<file path="config.mk">
export PLATFORM = sky130hd
export DESIGN_NAME = enable_window_accum
export DESIGN_NICKNAME = d
export VERILOG_FILES = /design/src/rtl/enable_pkg.sv /design/src/rtl/enable_popcount.sv /design/src/rtl/enable_window_accum.sv
export SDC_FILE = /design/constraint.sdc
export NUM_CORES = 1
export LEC_CHECK = 0
export CAP_MARGIN = 20
export CORE_MARGIN = 1
export CORE_UTILIZATION = 40
export DETAILED_ROUTE_END_ITERATION = 8
export DONT_BUFFER_PORTS = 1
export PLACE_DENSITY_LB_ADDON = 0.3
export SYNTH_ARGS = -nofsm -noshare
export SYNTH_HDL_FRONTEND = slang
export SYNTH_SLANG_ARGS = --single-unit
</file>
<file path="constraint.sdc">
create_clock -name clk -period 7.7 [get_ports clk]
set_input_delay 0.77 -clock clk [delete_from_list [all_inputs] [get_ports clk]]
set_output_delay 0.77 -clock clk [all_outputs]
set_load 0.02 [all_outputs]
</file>
<file path="src/rtl/enable_pkg.sv">
// Shared definitions for the enable-combining blocks: count-width helper,
// accumulate mode and a reference population count.
package enable_pkg;

  typedef enum logic {
    MODE_WRAP = 1'b0,
    MODE_SAT  = 1'b1
  } mode_e;

  localparam int POP_MAX_W = 64;

  function automatic int pc_width(input int n_ch);
    return $clog2(n_ch + 1);
  endfunction

  function automatic int unsigned popcount(input logic [POP_MAX_W-1:0] v);
    int unsigned c;
    c = 0;
    for (int i = 0; i < POP_MAX_W; i++) c = c + 32'(v[i]);
    return c;
  endfunction

endpackage

</file>
<file path="src/rtl/enable_popcount.sv">
// Combinational population count of an N_CH-bit enable vector.
module enable_popcount
  import enable_pkg::*;
#(
  parameter int N_CH = 8,
  parameter int PC_W = pc_width(N_CH)
) (
  input  logic [N_CH-1:0] en,
  output logic [PC_W-1:0] cnt
);

  always_comb begin
    cnt = '0;
    for (int i = 0; i < N_CH; i++) cnt = cnt + PC_W'(en[i]);
  end

endmodule

</file>
<file path="src/rtl/enable_window_accum.sv">
// Sums per-cycle enable popcounts over WINDOW accepted samples and publishes
// each window total with a one-cycle valid pulse and a sticky overflow flag.
module enable_window_accum
  import enable_pkg::*;
#(
  parameter int N_CH   = 8,
  parameter int ACC_W  = 16,
  parameter int WINDOW = 16
) (
  input  logic             clk,
  input  logic             rst,
  input  logic [N_CH-1:0]  en_in,
  input  logic             in_valid,
  input  logic             clear,
  input  logic             mode_sat,
  output logic [ACC_W-1:0] sum_out,
  output logic             sum_valid,
  output logic             overflow
);

  localparam int PC_W = pc_width(N_CH);
  localparam int WC_W = (WINDOW > 1) ? $clog2(WINDOW) : 1;

  function automatic logic [ACC_W-1:0] sat_acc(input logic [ACC_W:0] v);
    return v[ACC_W] ? '1 : v[ACC_W-1:0];
  endfunction

  logic [PC_W-1:0]  pc_p0;
  logic [PC_W-1:0]  pc_p1;
  logic             vld_p1;
  logic [ACC_W-1:0] acc_p2;
  logic             ovf_p2;
  logic [WC_W-1:0]  wcnt;
  mode_e            mode;
  logic [ACC_W:0]   nxt;
  logic [ACC_W-1:0] post;
  logic             last;

  enable_popcount #(.N_CH(N_CH), .PC_W(PC_W)) u_pop (
    .en  (en_in),
    .cnt (pc_p0)
  );

  // ---- stage 1: registered popcount ----
  always_ff @(posedge clk) begin
    if (rst || clear) vld_p1 <= 1'b0;
    else              vld_p1 <= in_valid;
    if (clear)         pc_p1 <= '0;
    else if (in_valid) pc_p1 <= pc_p0;
  end

  // ---- stage 2: accumulate and window close ----
  assign nxt  = {1'b0, acc_p2} + {{(ACC_W + 1 - PC_W){1'b0}}, pc_p1};
  assign post = (mode == MODE_SAT) ? sat_acc(nxt) : nxt[ACC_W-1:0];
  assign last = (wcnt == WC_W'(WINDOW - 1));

  always_ff @(posedge clk) begin
    if (rst) begin
      acc_p2    <= '0;
      ovf_p2    <= 1'b0;
      wcnt      <= '0;
      mode      <= mode_sat ? MODE_SAT : MODE_WRAP;
      sum_out   <= '0;
      overflow  <= 1'b0;
      sum_valid <= 1'b0;
    end else begin
      sum_valid <= 1'b0;
      if (clear) begin
        acc_p2 <= '0;
        ovf_p2 <= 1'b0;
        wcnt   <= '0;
        mode   <= mode_sat ? MODE_SAT : MODE_WRAP;
      end else if (vld_p1) begin
        if (last) begin
          sum_out   <= post;
          overflow  <= ovf_p2 | nxt[ACC_W];
          sum_valid <= 1'b1;
          acc_p2    <= '0;
          ovf_p2    <= 1'b0;
          wcnt      <= '0;
          mode      <= mode_sat ? MODE_SAT : MODE_WRAP;
        end else begin
          acc_p2 <= post;
          ovf_p2 <= ovf_p2 | nxt[ACC_W];
          wcnt   <= wcnt + WC_W'(1);
        end
      end
    end
  end

endmodule

</file>
==> impl_metrics.tcl, run 1 <==
set metrics [dict create \
    multiInputGateArea_um2 1370 \
    initial_utilization 0.427 \
    hold_viol_final 0 \
    diodes 0 \
    post_cts_resized 0 \
    cts_buffers 5 \
    worstSetupPathType "primary input to flop" \
    ctsRootBufferMaster "clkbuf_8" \
    fin_nets 285 \
    finalSetupViolCount 0 \
    setup_ws_ns 4.76 \
    area_delta_synth_final_pct 3.93 \
    post_cts_buffers 0 \
    die_y_um 79.8 \
    path_clk_slew_ns 0.08 \
    antenna_found_initial 0 \
    slowest_stage "fa_1" \
    worst_setup_path_start_kind "primary input" \
    drt-initial-drc-count 95 \
    vdd_ir_drop_max_uv 70.2 \
    crit_required_ns 7.90 \
    fp.dieW_um 79.8 \
    synth.distinct_cells 50 \
    nFillCells 572 \
    slew_headroom 0.428 \
    cts-htree-levels 2 \
    crit_arrival_ns 3.14 \
    cp_common_cell "fa_1" \
    hold_class "flop to flop" \
    synthArstFlopShare 0 \
    syn_nets 294 \
    ys_seq_elements 45 \
    ys_seq_area_frac 0.376 \
    first_global_vias 1706 \
    cts_sinks 45 \
    period_minus_slack_ns 2.94 \
    synth.avg_cell_area_um2 9.04 \
    grt_pass1_wl_um 8440 \
    pre_cts_ws_ns 4.45 \
    cp-end-kind "flop" \
    drive_gt1_frac 0.0962 \
    clk_path_buf_depth 2 \
    ys.flop_type "dfxtp_1" \
    grt_use_total 0.175 \
    die-area_um2 6370 \
    synthCells 268 \
    register_area_um2 911 \
    rows 27 \
    clkLatencyLatePin_ns 0.30 \
    cpPeakStageDelay_ns 0.47 \
    viasPerCell 5.60 \
    setup_tns_ns 0 \
    skew_ns 0.00396 \
    status "complete, no violations" \
    cts_hold_buf 0 \
    syn_area_um2 2420 \
    ys_warn_count 0 \
    port_buffers 0 \
    overflow 0 \
    worst_slew_pin_slew_ns 0.855 \
    maxSlewViolCount 0 \
    wire_per_inst_um 15.4 \
    fmax_mhz 340 \
    wirelength_um 5110 \
    crit_path_max_fanout 2 \
    gp_congestion 0.834 \
    vias 1858 \
    crit_chain "ha_1 > inv_1 > fa_1 > fa_1 > fa_1 > fa_1 > xnor2_1 > mux2i_1 > nor2_1" \
    cap_violations 0 \
    cts_tree "yes" \
    num_io_pins 31 \
    fin_util 0.444 \
    remaining_drc_errors 0 \
    r2r_setup_slack_ns 5.27 \
    coreArea_um2 5680 \
    timing.final.crit_share 0.381 \
    ant_nets 0 \
    dp.final_hpwl_um 3570 \
    rsz0062_at_grt "no" \
    drt_first_pass_iters 4 \
    synth_edf_count 1 \
    leakagePower_nw 0.801 \
    grt_max_degree 22 \
    power.density_nw_per_um2 166 \
]
[cell type report]
class / count / area share
tap: 72 / 0.0358
multi-input combinational: 189 / 0.544
clock buffer: 8 / 0.0318
sequential: 45 / 0.362
inverter: 18 / 0.0268
[Yosys cell counts (2+ instances only)]
master | count | area share
inv_1 | 17 | 0.026
xor2_1 | 10 | 0.036
nor2b_1 | 3 | 0.0077
a31oi_1 | 8 | 0.021
a211oi_2 | 12 | 0.062
and2_1 | 5 | 0.013
nand3b_1 | 2 | 0.0062
dfxtp_1 | 44 | 0.36
nand3_2 | 2 | 0.0083
buf_4 | 3 | 0.0093
nand4_1 | 7 | 0.018
nand3_1 | 11 | 0.023
or3_1 | 4 | 0.010
o211ai_1 | 2 | 0.0062
o21a_1 | 3 | 0.0093
a211oi_1 | 2 | 0.0062
clkbuf_1 | 10 | 0.015
and3_1 | 2 | 0.0052
nor3_1 | 5 | 0.010
o21ai_1 | 5 | 0.010
a311oi_1 | 3 | 0.011
nor2_1 | 29 | 0.045
buf_2 | 3 | 0.0062
ha_1 | 8 | 0.041
mux2i_1 | 2 | 0.0083
nand2b_1 | 2 | 0.0052
xnor2_1 | 7 | 0.025
fa_1 | 5 | 0.041
o21ai_0 | 6 | 0.012
a21oi_1 | 15 | 0.031
and4_1 | 3 | 0.011
nand2_1 | 10 | 0.015
[report_power, final]
part / internal, mW / total (mW) / switching (mW)
Combinational: 0.0149 / 0.0345 / 0.0195
Sequential: 0.237 / 0.240 / 0.00326
Clock: 0.0646 / 0.143 / 0.0787
Total: 0.316 / 0.418 / 0.102
[per-stage QoR]
step	cells	cell area (um^2)	hold slack (ns)	power, mW
after floorplan	268	2420	0.425	0.275
after global placement	324	2440	0.437	0.277
after detailed placement	324	2440	0.440	0.281
after CTS	332	2520	0.455	0.424
after global routing	332	2520	0.483	0.437
final	332	2520	0.452	0.418
[path summary, 6_finish.rpt]
kind	startpoint	to	cells past startpoint
setup / recovery	en_in[0]	pc_p1[2]$_SDFFE_PP0P_	9
hold / removal	ovf_p2$_SDFFE_PP0P_	ovf_p2$_SDFFE_PP0P_	2
setup reg to reg	pc_p1[0]$_SDFFE_PP0P_	sum_out[3]$_SDFFE_PP0P_	8
hold reg to reg	ovf_p2$_SDFFE_PP0P_	ovf_p2$_SDFFE_PP0P_	2
[cells by family after synthesis]
kind of cell             count (synthesis)  synth area share
AO/OA/AOI/OAI                           66             0.216
adder cells (fa/ha/maj)                 13            0.0826
flip-flops                              45             0.376
multiplexers                             2           0.00826
XOR/XNOR                                17            0.0615
buffers and inverters                   34            0.0589
AND/OR/NAND/NOR                         91             0.197
[metal layers]
layer,vias to the layer above,GRT usage,routed length [um]
met5,-,0,0
met4,0,0.0804,108
met3,9,0.0491,211
met2,33,0.294,2400
met1,880,0.206,2390
li1,936,-,-
[placed cells by master, fill, tap and decap left out, types with 2 or more instances in the layout]
cell type	count
fa_1	5
nand3_2	2
xnor2_1	7
clkbuf_8	5
ha_1	8
clkbuf_1	3
nor2_1	29
o211ai_1	2
and4_1	3
o21a_1	3
a21oi_1	15
o21ai_1	5
a211oi_1	2
xor2_1	10
dfxtp_1	44
inv_1	17
nor3_1	5
a311oi_1	3
and2_1	5
mux2i_1	2
nand3b_1	2
a211oi_2	12
o21ai_0	6
and3_1	2
nand2_1	10
nand3_1	11
nor2b_1	3
nand2b_1	2
a31oi_1	8
nand4_1	7
or3_1	4
[state kept, by name, indices dropped and copies added, names as in the netlist]
register,count
acc_p2,16
sum_out,16
pc_p1,4
wcnt,4
mode,1
overflow,1
ovf_p2,1
sum_valid,1
vld_p1,1
[critical path, delay by kind of cell]
family	cells	cell delay, ns
xor gates and xnor gates	1	0.13
adders and majority gates	5	1.97
buffers and inverters	1	0.07
muxes	1	0.13
and+or+nand+nor	1	0.06
Note: power is estimated with default switching activity, not from simulation.
==> run 2, diff against run 1 <==
==> constraint.sdc (replaced) <==
create_clock -name clk -period 2.9 [get_ports clk]
set_input_delay 0.29 -clock clk [delete_from_list [all_inputs] [get_ports clk]]
set_output_delay 0.29 -clock clk [all_outputs]
set_load 0.02 [all_outputs]
==> run 2 against run 1 <==
Compared with the run above: worst hold slack lost 0.41 ns; sequential power grew to 2.6 times the previous value; count of clock-buffer cells in the layout is the same; critical path type unchanged.
==> impl_metrics.tcl, run 2 (synthesis results as in run 1) <==
set metrics [dict create \
    ctsRootBufferMaster "clkbuf_8" \
    setup_tns_ns 0 \
    cp-end-kind "flop" \
    setup_ws_ns 0.463 \
    area_delta_synth_final_pct 5.48 \
    die_y_um 79.8 \
    post_cts_resized 0 \
    rr_worst_depth 8 \
    min-delay-start "clear" \
    nFillCells 558 \
    viasPerCell 5.54 \
    wire_per_inst_um 15.4 \
    cts_buffers 5 \
    hold_depth 1 \
    cts_hold_buf 0 \
    cts_tree "yes" \
    grt_pass1_wl_um 8760 \
    cp_top_family "adder cells" \
    rows 27 \
    grt_max_degree 22 \
    drt-initial-drc-count 127 \
    crit_required_ns 3.11 \
    maxSlewViolCount 0 \
    pre_cts_ws_ns 0.134 \
    fmax_mhz 410 \
    power.density_nw_per_um2 435 \
    dp.final_hpwl_um 3700 \
    worst_slew_pin_slew_ns 0.530 \
    timing.final.crit_share 0.840 \
    slowest_stage "fa_1" \
    die-area_um2 6370 \
    whs_ns 0.0406 \
    skew_ns 0.00479 \
    drt_first_pass_iters 4 \
    layout_common_cells "dfxtp_1 (44), nor2_1 (29), inv_1 (17), a21oi_1 (15), a211oi_2 (12)" \
    antenna_found_initial 0 \
    regToRegStartpoint "pc_p1[0]$_SDFFE_PP0P_" \
    cts_sinks 45 \
    cp_num_buf_inv 1 \
    grt_use_total 0.180 \
    period_minus_slack_ns 2.44 \
    r2r-end "sum_out[3]$_SDFFE_PP0P_" \
    crit_cells 9 \
    finalSetupViolCount 0 \
    path_clk_slew_ns 0.08 \
    fin_nets 290 \
    status "complete, no violations" \
    total_power_mw 1.11 \
    clk_path_buf_depth 2 \
    worst_setup_path_start_kind "primary input" \
    fin_area_um2 2550 \
    coreArea_um2 5680 \
    num_io_pins 31 \
    crit_path_max_fanout 2 \
    r2r_setup_slack_ns 0.47 \
    diodes 0 \
    wirelength_um 5200 \
    hold_viol_final 0 \
    cap_violations 0 \
    cts-htree-levels 2 \
    worstSetupPathType "primary input to flop" \
    largest_registers "acc_p2 (16), sum_out (16)" \
    leakagePower_nw 0.826 \
    crit_arrival_ns 2.64 \
    crit_chain "ha_1 > inv_1 > fa_1 > fa_1 > fa_1 > fa_1 > xnor2_1 > mux2i_1 > nor2_1" \
    mostFrequentLayoutCell "dfxtp_1" \
    port_buffers 0 \
    worstHoldEndpoint "pc_p1[3]$_SDFFE_PP0P_" \
    overflow 0 \
    cpPeakStageDelay_ns 0.49 \
    first_global_vias 1818 \
    hold_class "primary input to flop" \
    initial_utilization 0.427 \
    vdd_ir_drop_max_uv 175 \
    fp.dieW_um 79.8 \
    dpl_cell_area_um2 2470 \
    rsz0062_at_grt "no" \
    post_cts_buffers 0 \
    ant_nets 0 \
    drive_gt1_frac 0.113 \
    clkLatencyLatePin_ns 0.30 \
    vias 1867 \
    cp_common_cell "fa_1" \
    remaining_drc_errors 0 \
    gp_congestion 0.843 \
    slew_headroom 0.641 \
]
[run 2: cell types whose count changed in the layout (fill, tap and decap cells not counted)]
cell	previous run	this run
buf_4	0	5
[run 2: worst max-delay path by stage]
stage | start | end
after global routing | pc_p1[0]$_SDFFE_PP0P_ | sum_out[3]$_SDFFE_PP0P_
after floorplan | en_in[0] | pc_p1[2]$_SDFFE_PP0P_
final | en_in[0] | pc_p1[2]$_SDFFE_PP0P_
after global placement | en_in[0] | pc_p1[2]$_SDFFE_PP0P_
after CTS | en_in[0] | pc_p1[2]$_SDFFE_PP0P_
after detailed placement | en_in[0] | pc_p1[2]$_SDFFE_PP0P_
[run 2: report_power, final]
group	total (mW)	internal [mW]	switching, mW
combinational	0.0978	0.0426	0.0552
sequential	0.634	0.629	0.00553
clock	0.381	0.172	0.209
[run 2: per-stage QoR]
step                      instances  utilization
after floorplan                 268            -
after global placement          329        0.436
after detailed placement        329        0.436
after CTS                       337        0.450
after global routing            337        0.450
final                           337        0.450
[run 2: per-layer routing]
metal,routed length (um),vias to the layer above,GRT usage
met3,256,8,0.0491
met4,77,0,0.0661
li1,-,944,-
met1,2390,870,0.217
met5,0,-,0
met2,2480,45,0.305
[run 2: worst register-to-register path, stage by stage, from the launching register on]
cell      delay, ns
dfxtp_1        0.34
ha_1           0.17
inv_1          0.06
fa_1           0.39
nand2b_1       0.21
a211oi_2       0.39
and4_1         0.45
nor2_1         0.13
a211oi_2       0.22
[run 2: cell type report]
class	instances	area [um^2]	area share
tap	72	90.1	0.0353
clock buffer	8	80.1	0.0313
timing repair buffer	5	37.5	0.0147
multi-input combinational	189	1370	0.536
sequential	45	911	0.357
inverter	18	67.6	0.0264
==> run 3, diff against run 2 <==
==> constraint.sdc (replaced) <==
create_clock -name clk -period 2.2 [get_ports clk]
set_input_delay 0.22 -clock clk [delete_from_list [all_inputs] [get_ports clk]]
set_output_delay 0.22 -clock clk [all_outputs]
set_load 0.02 [all_outputs]
==> run 3 against run 2 <==
Compared with the run above: the flow now finishes with violations (hold timing, setup timing); sequential share of layout area shrank 3.6 points; clock skew shrank 0.00070 ns; flip-flop and latch count is the same; combinational power grew 62%; wire length grew 6.7%; cell count grew 6.2%; sequential power grew 32%; via count grew 5.8%; critical path depth is the same; non-clock buffer count grew 20.
==> impl_metrics.tcl, run 3 (synthesis results as in run 1) <==
set metrics [dict create \
    fin_nets 311 \
    vias 1975 \
    critical_path.endpoint "pc_p1[2]$_SDFFE_PP0P_" \
    layout_common_cells "dfxtp_1 (42), nor2_1 (28), buf_4 (19), inv_1 (15), a21oi_1 (15)" \
    overflow 0 \
    cts-htree-levels 2 \
    cp-startpoint "en_in[1]" \
    power_frac_comb 0.103 \
    initial_utilization 0.427 \
    antenna_found_initial 0 \
    r2r-end "sum_out[12]$_SDFFE_PP0P_" \
    crit_path_max_fanout 2 \
    worstSetupPathType "primary input to flop" \
    clkLatencyLatePin_ns 0.30 \
    grtUsageMet2 0.313 \
    fin_util 0.503 \
    cts_hold_buf 3 \
    grt_pass1_wl_um 9010 \
    r2r_setup_slack_ns 0.04 \
    timing.final.crit_share 1.02 \
    finalSetupViolCount 1 \
    first_global_vias 1907 \
    fin_area_um2 2850 \
    die_y_um 79.8 \
    dpl.cell_count 342 \
    vdd_ir_drop_max_uv 339 \
    cts_tree "yes" \
    fmax_mhz 447 \
    fp.dieW_um 79.8 \
    rsz0062_at_grt "yes" \
    ant_nets 0 \
    cap_violations 0 \
    die-area_um2 6370 \
    area_delta_synth_final_pct 17.8 \
    grt_use_met1 0.222 \
    whs_ns -0.0215 \
    maxSlewViolCount 0 \
    total_power_mw 1.53 \
    hold_viol_final 4 \
    largest_registers "acc_p2 (16), sum_out (16)" \
    globalRouteMet3Util 0.0469 \
    pwr-share-seq 0.548 \
    setup_ws_ns -0.0384 \
    ctsRootBufferMaster "clkbuf_8" \
    pre_cts_ws_ns -0.418 \
    hold_class "primary input to flop" \
    cts_buffers 5 \
    drt-initial-drc-count 126 \
    period_minus_slack_ns 2.24 \
    swShare 0.242 \
    leakagePower_nw 0.946 \
    p_int_mw 1.16 \
    worst_setup_path_start_kind "primary input" \
    setup_tns_ns -0.0384 \
    status "finished with violations" \
    clkPwrFrac 0.348 \
    crit_required_ns 2.40 \
    port_buffers 0 \
    num_io_pins 31 \
    violations "hold timing, setup timing" \
    cp-end-kind "flop" \
    grt-busiest-layer "met2" \
    rows 27 \
    drt_first_pass_iters 4 \
    dpl_cell_area_um2 2600 \
    switching_power_mw 0.369 \
    cts_sinks 45 \
    remaining_drc_errors 0 \
    power.density_nw_per_um2 535 \
    viasPerCell 5.52 \
    drive_gt1_frac 0.227 \
    gp_congestion 0.863 \
    diodes 0 \
    slew_headroom 0.363 \
    dp.final_hpwl_um 3790 \
    coreArea_um2 5680 \
    clk_path_buf_depth 2 \
    nFillCells 553 \
    wire_per_inst_um 15.5 \
    regToRegStartpoint "pc_p1[0]$_SDFFE_PP0P_" \
    wirelength_um 5550 \
    grt_max_degree 18 \
    rr_worst_depth 10 \
    crit_arrival_ns 2.44 \
    worst_slew_pin_slew_ns 0.952 \
    fin_cells 358 \
    grt_use_total 0.186 \
    mostFrequentLayoutCell "dfxtp_1" \
    path_clk_slew_ns 0.08 \
    skew_ns 0.00409 \
]
## run 3: cell count changes in the layout (fill, tap and decap cells not counted), moves of 3 or more
cell | previous run | this run
buf_4 | 5 | 19
dlygate4sd3_1 | 0 | 3
fa_2 | 0 | 3
fa_1 | 5 | 2
## run 3: worst min path at each step
stage | startpoint | to | slack (ns) | cells past startpoint
2_1_floorplan | mode_sat | mode$_DFFE_PP_ | 0.32 | 0
3_3_place_gp | clear | pc_p1[3]$_SDFFE_PP0P_ | 0.29 | 1
3_5_place_dp | rst | sum_out[15]$_SDFFE_PP0P_ | 0.29 | 1
4_1_cts | clear | pc_p1[3]$_SDFFE_PP0P_ | -0.03 | 1
5_1_grt | clear | pc_p1[2]$_SDFFE_PP0P_ | -0.03 | 1
6_report | clear | pc_p1[0]$_SDFFE_PP0P_ | -0.02 | 1
## run 3: power by group through the flow
stage,registers (mW),clock network (mW),logic (mW)
2_1_floorplan,0.854,0,0.111
3_3_place_gp,0.854,0,0.132
3_5_place_dp,0.854,0,0.136
4_1_cts,0.835,0.543,0.153
5_1_grt,0.839,0.580,0.181
6_report,0.837,0.531,0.158
## run 3: worst max-delay path, cell delays in order
cell and delay (ns):
ha_4 0.24, inv_2 0.03, fa_1 0.48, fa_1 0.43, fa_2 0.38, fa_2 0.35, xnor2_1 0.12, mux2i_1 0.13
nor2_1 0.05
## run 3: layout make-up
| cell class | count | area [um^2] | share of cell area |
|---|---|---|---|
| multi-input cells | 190 | 1470 | 0.515 |
| flip-flops and latches | 45 | 913 | 0.320 |
| repair buffers | 25 | 224 | 0.0785 |
| clock buffers | 8 | 90.1 | 0.0316 |
| well taps | 72 | 90.1 | 0.0316 |
| inverters | 18 | 67.6 | 0.0237 |
## run 3: repair_timing
action,4_1_cts,5_1_grt
endpoints found under the setup margin,25,29
resized for setup,5,14
endpoints found under the hold margin,22,4
cloned,0,1
buffers inserted,0,4
pin swaps,1,8
## run 3: routing by layer
metal  wire length [um]  vias to the layer above
met3                282                       10
met4                100                        0
li1                   -                      985
met1               2600                      929
met5                  0                        -
met2               2570                       51
